File: src/rtl/tone_pkg.sv
// Shared constants for the square-wave tone generator: note increments, envelope limits, FSM states.
package tone_pkg;

  localparam int          SAMPLE_RATE = 48000;
  localparam int          NUM_NOTES   = 10;
  localparam logic [7:0]  LEVEL_MAX   = 8'd255;
  localparam logic [15:0] AMP_UNIT    = 16'd39062;

  // round(f * 2^32 / SAMPLE_RATE) for C4 D4 E4 F4 G4 A4 B4 C5 D5 E5 at 48 kHz
  localparam logic [31:0] INC_TABLE [NUM_NOTES] = '{
    32'd23409859, 32'd26276679, 32'd29494575, 32'd31248413, 32'd35075158,
    32'd39370534, 32'd44191930, 32'd46819719, 32'd52553357, 32'd58989149
  };

  typedef enum logic [1:0] {
    S_CALC  = 2'd0,
    S_WAIT  = 2'd1,
    S_WRITE = 2'd2
  } state_t;

  function automatic logic [31:0] inc_lookup(input logic [3:0] idx);
    logic [31:0] r;
    r = 32'd0;
    for (int i = 0; i < NUM_NOTES; i++) begin
      if (idx == 4'(i)) r = INC_TABLE[i];
    end
    return r;
  endfunction

endpackage

File: src/rtl/tone_sample_gen_env_ramp.sv
// Saturating +/-1 envelope level counter; bypass makes the level jump straight to its target.
module env_ramp
  import tone_pkg::*;
(
  input  logic       CLOCK_50,
  input  logic       reset,
  input  logic       gate,
  input  logic       step_en,
  input  logic       bypass,
  output logic [7:0] level,
  output logic [7:0] level_next
);

  logic [7:0] level_reg;

  always_comb begin
    level_next = level_reg;
    if (bypass) begin
      level_next = gate ? LEVEL_MAX : 8'd0;
    end else if (gate && level_reg != LEVEL_MAX) begin
      level_next = level_reg + 8'd1;
    end else if (!gate && level_reg != 8'd0) begin
      level_next = level_reg - 8'd1;
    end
  end

  always_ff @(posedge CLOCK_50) begin
    if (reset) begin
      level_reg <= 8'd0;
    end else if (step_en) begin
      level_reg <= level_next;
    end
  end

  assign level = level_reg;

endmodule

File: src/rtl/tone_sample_gen.sv
// Square-wave tone sample generator feeding the audio output FIFO, one sample per handshake.
// Define TONE_ENVELOPE_EN for a linear attack/release envelope; otherwise level jumps to target.
module tone_sample_gen
  import tone_pkg::*;
(
  input  logic        CLOCK_50,
  input  logic        reset,
  input  logic [3:0]  note_idx,
  input  logic        note_on,
  input  logic        audio_out_allowed,
  output logic        write_audio_out,
  output logic [31:0] left_channel_audio_out,
  output logic [31:0] right_channel_audio_out,
  output logic        active
);

`ifdef TONE_ENVELOPE_EN
  localparam logic ENV_BYPASS = 1'b0;
`else
  localparam logic ENV_BYPASS = 1'b1;
`endif

  state_t      state_reg, state_next;
  logic [31:0] phase_reg;
  logic [31:0] inc_reg;
  logic [31:0] sample_reg;
  logic [7:0]  level;
  logic [7:0]  level_next;
  logic        gate;
  logic        step_en;
  logic [23:0] mag;
  logic [31:0] sample_next;

  assign gate    = note_on && (note_idx < 4'(NUM_NOTES));
  assign step_en = (state_reg == S_CALC);

  env_ramp u_env (
    .CLOCK_50   (CLOCK_50),
    .reset      (reset),
    .gate       (gate),
    .step_en    (step_en),
    .bypass     (ENV_BYPASS),
    .level      (level),
    .level_next (level_next)
  );

  // Sample uses the level being written this S_CALC, signed by the current phase MSB
  assign mag         = {8'd0, AMP_UNIT} * {16'd0, level_next};
  assign sample_next = phase_reg[31] ? -{8'd0, mag} : {8'd0, mag};

  always_comb begin
    state_next = state_reg;
    case (state_reg)
      S_CALC:  state_next = S_WAIT;
      S_WAIT:  if (audio_out_allowed) state_next = S_WRITE;
      S_WRITE: state_next = S_CALC;
      default: state_next = S_CALC;
    endcase
  end

  always_ff @(posedge CLOCK_50) begin
    if (reset) begin
      state_reg  <= S_CALC;
      phase_reg  <= 32'd0;
      inc_reg    <= 32'd0;
      sample_reg <= 32'd0;
    end else begin
      state_reg <= state_next;
      if (state_reg == S_CALC) begin
        if (gate) inc_reg <= inc_lookup(note_idx);
        sample_reg <= sample_next;
      end
      // Silence restarts the waveform at phase 0 so the next note begins on a positive half
      if (state_reg == S_WRITE) begin
        phase_reg <= (level == 8'd0) ? 32'd0 : phase_reg + inc_reg;
      end
    end
  end

  assign write_audio_out         = (state_reg == S_WRITE);
  assign left_channel_audio_out  = sample_reg;
  assign right_channel_audio_out = sample_reg;
  assign active                  = (level != 8'd0);

endmodule

File: config.mk
export PLATFORM = sky130hd
export DESIGN_NAME = tone_sample_gen
export DESIGN_NICKNAME = d
export VERILOG_FILES = /design/src/rtl/tone_pkg.sv /design/src/rtl/tone_sample_gen_env_ramp.sv /design/src/rtl/tone_sample_gen.sv
export SDC_FILE = /design/constraint.sdc
export NUM_CORES = 1
export LEC_CHECK = 0
export CAP_MARGIN = 20
export CORE_UTILIZATION = 54
export CTS_CLUSTER_DIAMETER = 100
export DETAILED_ROUTE_END_ITERATION = 12
export PLACE_DENSITY = 0.81
export SETUP_SLACK_MARGIN = 0.15
export SYNTH_ARGS = -nofsm -noshare
export SYNTH_HDL_FRONTEND = slang
export SYNTH_SLANG_ARGS = --single-unit
File: constraint.sdc
create_clock -name CLOCK_50 -period 2.9 [get_ports CLOCK_50]
set_input_delay 0.87 -clock CLOCK_50 [delete_from_list [all_inputs] [get_ports CLOCK_50]]
set_output_delay 0.87 -clock CLOCK_50 [all_outputs]
set_load 0.05 [all_outputs]
# Word level (Yosys, flattened, before mapping)
# Index checks and enable logic that the tools add are counted.
word_totals:
  ff_bits: 106
  latch_bits: 0
  mem_bits_rw: 0
  rom_bits: 0
  input_bits: 8
  out_inout_bits: 66
  word_cells: 42
  mem_count: 0
op_classes:
  addsub: 2
  n_mul: 1
  div_mod_pow: 0
  magnitude_cmp: 1
  eq_ne: 12
  shifts: 0
  n_mux: 15
  bitwise_logic: 0
  reduce_logical: 6
op_table:
  columns: ["cell", "n"]
  rows:
  - ["32-bit two-way mux", 11]
  - ["32-bit adder", 1]
  - ["24-bit negation with 32-bit output", 1]
  - ["25-bit two-way mux", 1]
  - ["15-bit by 8-bit multiplier with 23-bit output, first input constant", 1]
  - ["4-bit by 3-bit equality test with 1-bit output, second input constant", 4]
  - ["4-bit by 2-bit equality test with 1-bit output, second input constant", 2]
  - ["4-bit equality test, second input constant", 2]
  - ["8-bit logical NOT", 1]
  - ["8-bit two-way mux", 1]
  - ["8-bit nonzero test", 1]
  - ["4-bit by 1-bit equality test with 1-bit output, second input constant", 1]
  - ["4-bit logical NOT", 1]
  - ["4-bit < comparator, second input constant", 1]
  - ["2-bit one-hot mux with 2 select lines", 1]
  - ["2-bit by 1-bit equality test with 1-bit output, second input constant", 1]
  - ["2-bit equality test, second input constant", 1]
  - ["2-bit logical NOT", 1]
  - ["2-bit two-way mux", 1]
  - ["2-bit != test, second input constant", 1]
  - ["2-bit AND reduction", 1]
  - ["1-bit logical AND", 1]

# Longest topological paths before layout
logic_depth:
  ltp_word: 11
  ltp_mapped: 11
  depth_no_buf: 11

# Hierarchy
# From an unflattened synthesis, not the netlist that was laid out.
unflattened:
  hier_cells: 1099
  area_unflattened_um2: 8803.4
modules_own_cells:
  columns: ["module", "n_inst", "cells_each", "area_per_inst_um2", "seq_area_each_um2"]
  rows:
  - ["tone_sample_gen", 1, 963, 7802.5, 1821.7]
  - ["env_ramp", 1, 136, 1001.0, 160.2]

# Least setup slack after synthesis
# OpenSTA, ideal clock, no wires.
synth_timing:
  kind: "reg2reg"
  from: "register phase_reg[0]"
  to: "register phase_reg[24]"
  setup_ps: 117
  arrival_ps: 2315
  t_required_ps: 2783
  setup_slack_ps: 468
  stages_incl_launch_ff: 12
  n_path_buf: 0
  period_less_slack_ps: 2432
  cell_sequence: "dfxtp_1 ha_1 inv_1 fa_1 nor2b_4 o2111ai_2 a31oi_1 o211a_1 o211ai_2 a211oi_1 o21ai_0 a32o_1"
synth_via:
  elab_chain_cells: 2
synth_lines:
  columns: ["item", "line", "text"]
  rows:
  - ["start, declared", "tone_sample_gen.sv:24", "logic [31:0] phase_reg;"]
  - ["start signal, assigned", "tone_sample_gen.sv:75", "phase_reg <= (level == 8'd0) ? 32'd0 : phase_reg + inc_reg;"]
  - ["32-bit adder", "tone_sample_gen.sv:75", null]
  - ["32-bit two-way mux", "tone_sample_gen.sv:75", null]
# No other way between the ends.
# A chain may end at the register's enable or synchronous reset.

# Worst setup path after layout
layout_timing:
  from: "register inc_reg[0]"
  to: "register phase_reg[26]"
layout_via:
  elab_chain_cells: 2
layout_lines:
  columns: ["item", "line", "text"]
  rows:
  - ["start, declared", "tone_sample_gen.sv:25", "logic [31:0] inc_reg;"]
  - ["start signal, assigned", "tone_sample_gen.sv:70", "if (gate) inc_reg <= inc_lookup(note_idx);"]
  - ["32-bit adder", "tone_sample_gen.sv:75", null]
  - ["32-bit two-way mux", "tone_sample_gen.sv:75", null]
# No other way between the ends.

==> impl_metrics.py <==
metrics = {
    "sta": {
        "hold_viol": 0,
        "totalNegativeSetupSlack_ns": 0,
        "finalCritPeriodShare": 0.8954,
        "worst_pin_slew_ns": 0.8276,
        "drv_slew": 0,
        "timing.fmax_mhz": 385.1,
        "grt_setup_unrepaired": "no",
        "post_layout_min_period_ns": 2.597,
        "final.setup_skew_ns": 0.006432,
        "report.final.setup_viol": 0,
        "timing.max_slew.rel_slack": 0.4475,
    },
    "route": {
        "drt_first_pass_iters": 5,
        "drt_drc_violations_left": 0,
        "post_drt_via_cell_ratio": 5.843,
        "vias": 4131,
        "postRouteWirelength_um": 10810,
        "wire_per_inst_um": 15.29,
        "drtIter0Drc": 372,
        "postRouteAntennaNets": 0,
    },
    "power_and_ir_drop": {
        "ir_drop_v": 0.0002271,
        "final_total_pwr_mw": 2.149,
        "power_density_nw_per_um2": 432.4,
        "cellLeakagePower_nw": 2.228,
    },
    "yosys": {
        "share_of_synthesized_cell_area_in_full_adder_half_adder_and_majority_cells": 0.07692,
        "synth-edff-count": 0,
        "yosysWarningCount": 0,
        "synth-seq-area-share": 0.2809,
        "proportion_of_synthesized_area_in_mux_cells": 0.01115,
        "postSynthCellCount": 591,
        "synth-simple-area-share": 0.2018,
        "synth_xor_area_frac": 0.04097,
        "share_of_the_synthesized_area_in_compound_gates_ao_oa_aoi_oai": 0.2486,
        "asyncSetResetFlopFracSynth": 0,
        "ys_ff_latch": 63,
        "netlist_area_um2": 4489,
        "postSynth.topFlopCell": "dfxtp_1",
        "main_combinational_cell_family_by_area_after_synthesis": "compound AO/OA/AOI/OAI gates",
        "syn-mean-instance-area_um2": 7.596,
        "synth_cell_types": 55,
    },
    "grt": {
        "track_usage": 0.2561,
        "grt_first_pass_wirelength_um": 17600,
        "global_route.overflow_total": 0,
        "antenna_violations_before_repair": 0,
        "first_global_vias": 3680,
        "largest_net_degree_at_the_start_of_global_routing": 48,
    },
    "floorplan": {
        "floorplan.die_area_um2": 8683,
        "num_io_pins": 74,
        "placementRows": 32,
        "initial_utilization": 0.5692,
        "core_area_um2": 7888,
        "fp.dieH_um": 93.18,
        "die-width_um": 93.18,
    },
    "critical_path": {
        "critPathRequiredTime_ns": 3.14,
        "endpoint": "phase_reg[26]$_SDFFE_PP0P_",
        "timing.critical_path.from_type": "register",
        "worst_r2r_startpoint": "inc_reg[0]$_SDFFE_PP0P_",
        "r2r.worst_path.cells": 11,
        "crit_path_end_kind": "register",
        "path_max_fanout": 4,
        "crit-reg2reg-capture": "phase_reg[26]$_SDFFE_PP0P_",
        "critPathKind": "register to register",
        "worstPathArrival_ns": 2.83,
        "critPathLaunch": "inc_reg[0]$_SDFFE_PP0P_",
        "r2r_setup_slack_ns": 0.30,
    },
    "cells_and_area": {
        "area_occupied_by_registers_um2": 1261,
        "layout-drive-gt1-share": 0.1769,
        "diodes": 0,
        "post-route-cell-area_um2": 4970,
        "final_core_util": 0.6301,
        "fillerInstances": 669,
        "layout.cells.most_common_list": "buf_4 (75), nor2_1 (63), dfxtp_1 (63), nand2_1 (62), a21oi_1 (54)",
        "syn_to_final_growth_pct": 10.70,
        "layout_commonest_cell": "buf_4",
        "multi_input_area_um2": 2628,
        "largest_reg_flops": 32,
        "num-nets-final": 635,
        "finalNonFillerCells": 707,
    },
    "clock_tree": {
        "post-cts-setup-buffer-count": 0,
        "cts_hold_buffers": 0,
        "post_cts_clock_slew_at_the_launch_and_capture_registers_of_the_worst_setup_and_hold_paths_ns": 0.08,
        "tritoncts_clock_tree": "built",
        "cts-root-to-sink-buffers": 2,
        "tritoncts_num_sinks": 63,
        "cts_resized": 0,
        "htree_num_levels": 3,
        "ctsRootBufferMaster": "clkbuf_8",
        "clock_latency_ns": 0.35,
        "cts_inserted_buffers": 9,
    },
    "placed_design": {
        "hpwlAfterDp_um": 7984,
        "final_estimated_routing_congestion_in_global_placement": 0.9176,
        "placed_cells_incl_taps": 690,
        "placement.io_buffers": 71,
        "detailed_place.area_um2": 4726,
    },
    "outcome": {
        "outcome": "finished, final reports clean",
    },
    "worst_hold_path": {
        "worstHoldPathType": "register to register",
    },
    "job": {
        "maxCapViolCount": 0,
    },
}
-- logic make-up (layout without fill, tap and decap cells) --
kind of cell | after synthesis | in the layout
adder cells (fa/ha/maj) | 27 | 27
buffers and inverters | 103 | 116
flip-flops | 63 | 63
other | 1 | 2
AO/OA/AOI/OAI | 174 | 174
AND/OR/NAND/NOR | 197 | 197
XOR/XNOR | 21 | 21
multiplexers | 5 | 5
-- metrics by stage --
stage	hold slack, ns	setup WS (ns)
after floorplan	0.4315	0.4680
after global placement	0.4427	0.3037
after detailed placement	0.4508	0.1951
after CTS	0.4613	0.1654
after global routing	0.4926	0.1471
final	0.4628	0.3033
-- critical path, stage by stage, from the launching register on --
cell       delay, ns
dfxtp_1         0.34
ha_1            0.19
inv_1           0.07
fa_2            0.36
nor2b_4         0.15
o2111ai_2       0.14
a31oi_2         0.20
o211a_1         0.27
o211ai_1        0.16
a211oi_2        0.31
o21ai_0         0.13
mux2i_1         0.16
-- cell type report --
class | count | share of cell area
multi-input cells | 426 | 0.5287
flip-flops and latches | 63 | 0.2538
repair buffers | 86 | 0.1375
clock buffers | 12 | 0.03323
well taps | 102 | 0.02568
clock inverters | 4 | 0.01057
inverters | 14 | 0.01057
-- power breakdown --
part | switching, mW | leakage, nW | internal [mW] | total (mW)
combinational | 0.270 | 1.62 | 0.130 | 0.400
sequential | 0.0256 | 0.511 | 0.892 | 0.918
clock | 0.365 | 0.101 | 0.467 | 0.832
total | 0.660 | 2.23 | 1.49 | 2.15
-- per-layer routing --
| layer | track usage | part of all wire |
|---|---|---|
| met1 | 0.3502 | 0.46 |
| met2 | 0.4112 | 0.46 |
| met3 | 0.03252 | 0.061 |
| met4 | 0.09615 | 0.019 |
| met5 | 0 | 0 |
-- worst min path at each step --
stage / endpoint / depth (start not counted) / start / slack [ns]
global route: phase_reg[3]$_SDFFE_PP0P_ / 2 / phase_reg[3]$_SDFFE_PP0P_ / 0.49
detailed placement: phase_reg[3]$_SDFFE_PP0P_ / 2 / phase_reg[3]$_SDFFE_PP0P_ / 0.45
CTS: phase_reg[3]$_SDFFE_PP0P_ / 2 / phase_reg[3]$_SDFFE_PP0P_ / 0.46
floorplan: phase_reg[10]$_SDFFE_PP0P_ / 2 / phase_reg[10]$_SDFFE_PP0P_ / 0.43
finish: phase_reg[3]$_SDFFE_PP0P_ / 2 / phase_reg[3]$_SDFFE_PP0P_ / 0.46
global placement: phase_reg[18]$_SDFFE_PP0P_ / 2 / phase_reg[18]$_SDFFE_PP0P_ / 0.44
-- cells in the mapped netlist (2+ instances only) --
master / number / area share
o22ai_1: 4 / 0.0056
ha_1: 26 / 0.072
buf_2: 3 / 0.0033
a21o_1: 17 / 0.028
nand4_1: 7 / 0.0098
o21ai_0: 41 / 0.046
nand3_1: 9 / 0.010
a211oi_1: 9 / 0.015
nor3b_1: 2 / 0.0033
a22o_1: 2 / 0.0039
a31oi_1: 7 / 0.0098
nor4_1: 2 / 0.0028
a221oi_1: 4 / 0.0078
inv_1: 14 / 0.012
a22oi_1: 6 / 0.010
o31ai_2: 2 / 0.0056
o211ai_1: 4 / 0.0067
dfxtp_1: 63 / 0.28
clkbuf_1: 20 / 0.017
xor2_1: 9 / 0.018
o21a_1: 4 / 0.0067
xnor2_1: 12 / 0.023
nor3_1: 14 / 0.016
a32oi_1: 2 / 0.0039
nor2b_1: 10 / 0.014
and3_1: 5 / 0.0070
or3_1: 7 / 0.0098
a21oi_1: 54 / 0.060
o21bai_1: 5 / 0.0084
nand2_1: 62 / 0.052
mux2i_1: 5 / 0.011
buf_4: 62 / 0.10
buf_1: 4 / 0.0033
and2_1: 4 / 0.0056
nand2b_1: 7 / 0.0098
nor2_1: 63 / 0.053
nand3b_1: 2 / 0.0033
Power figures use the tool's default switching activity.
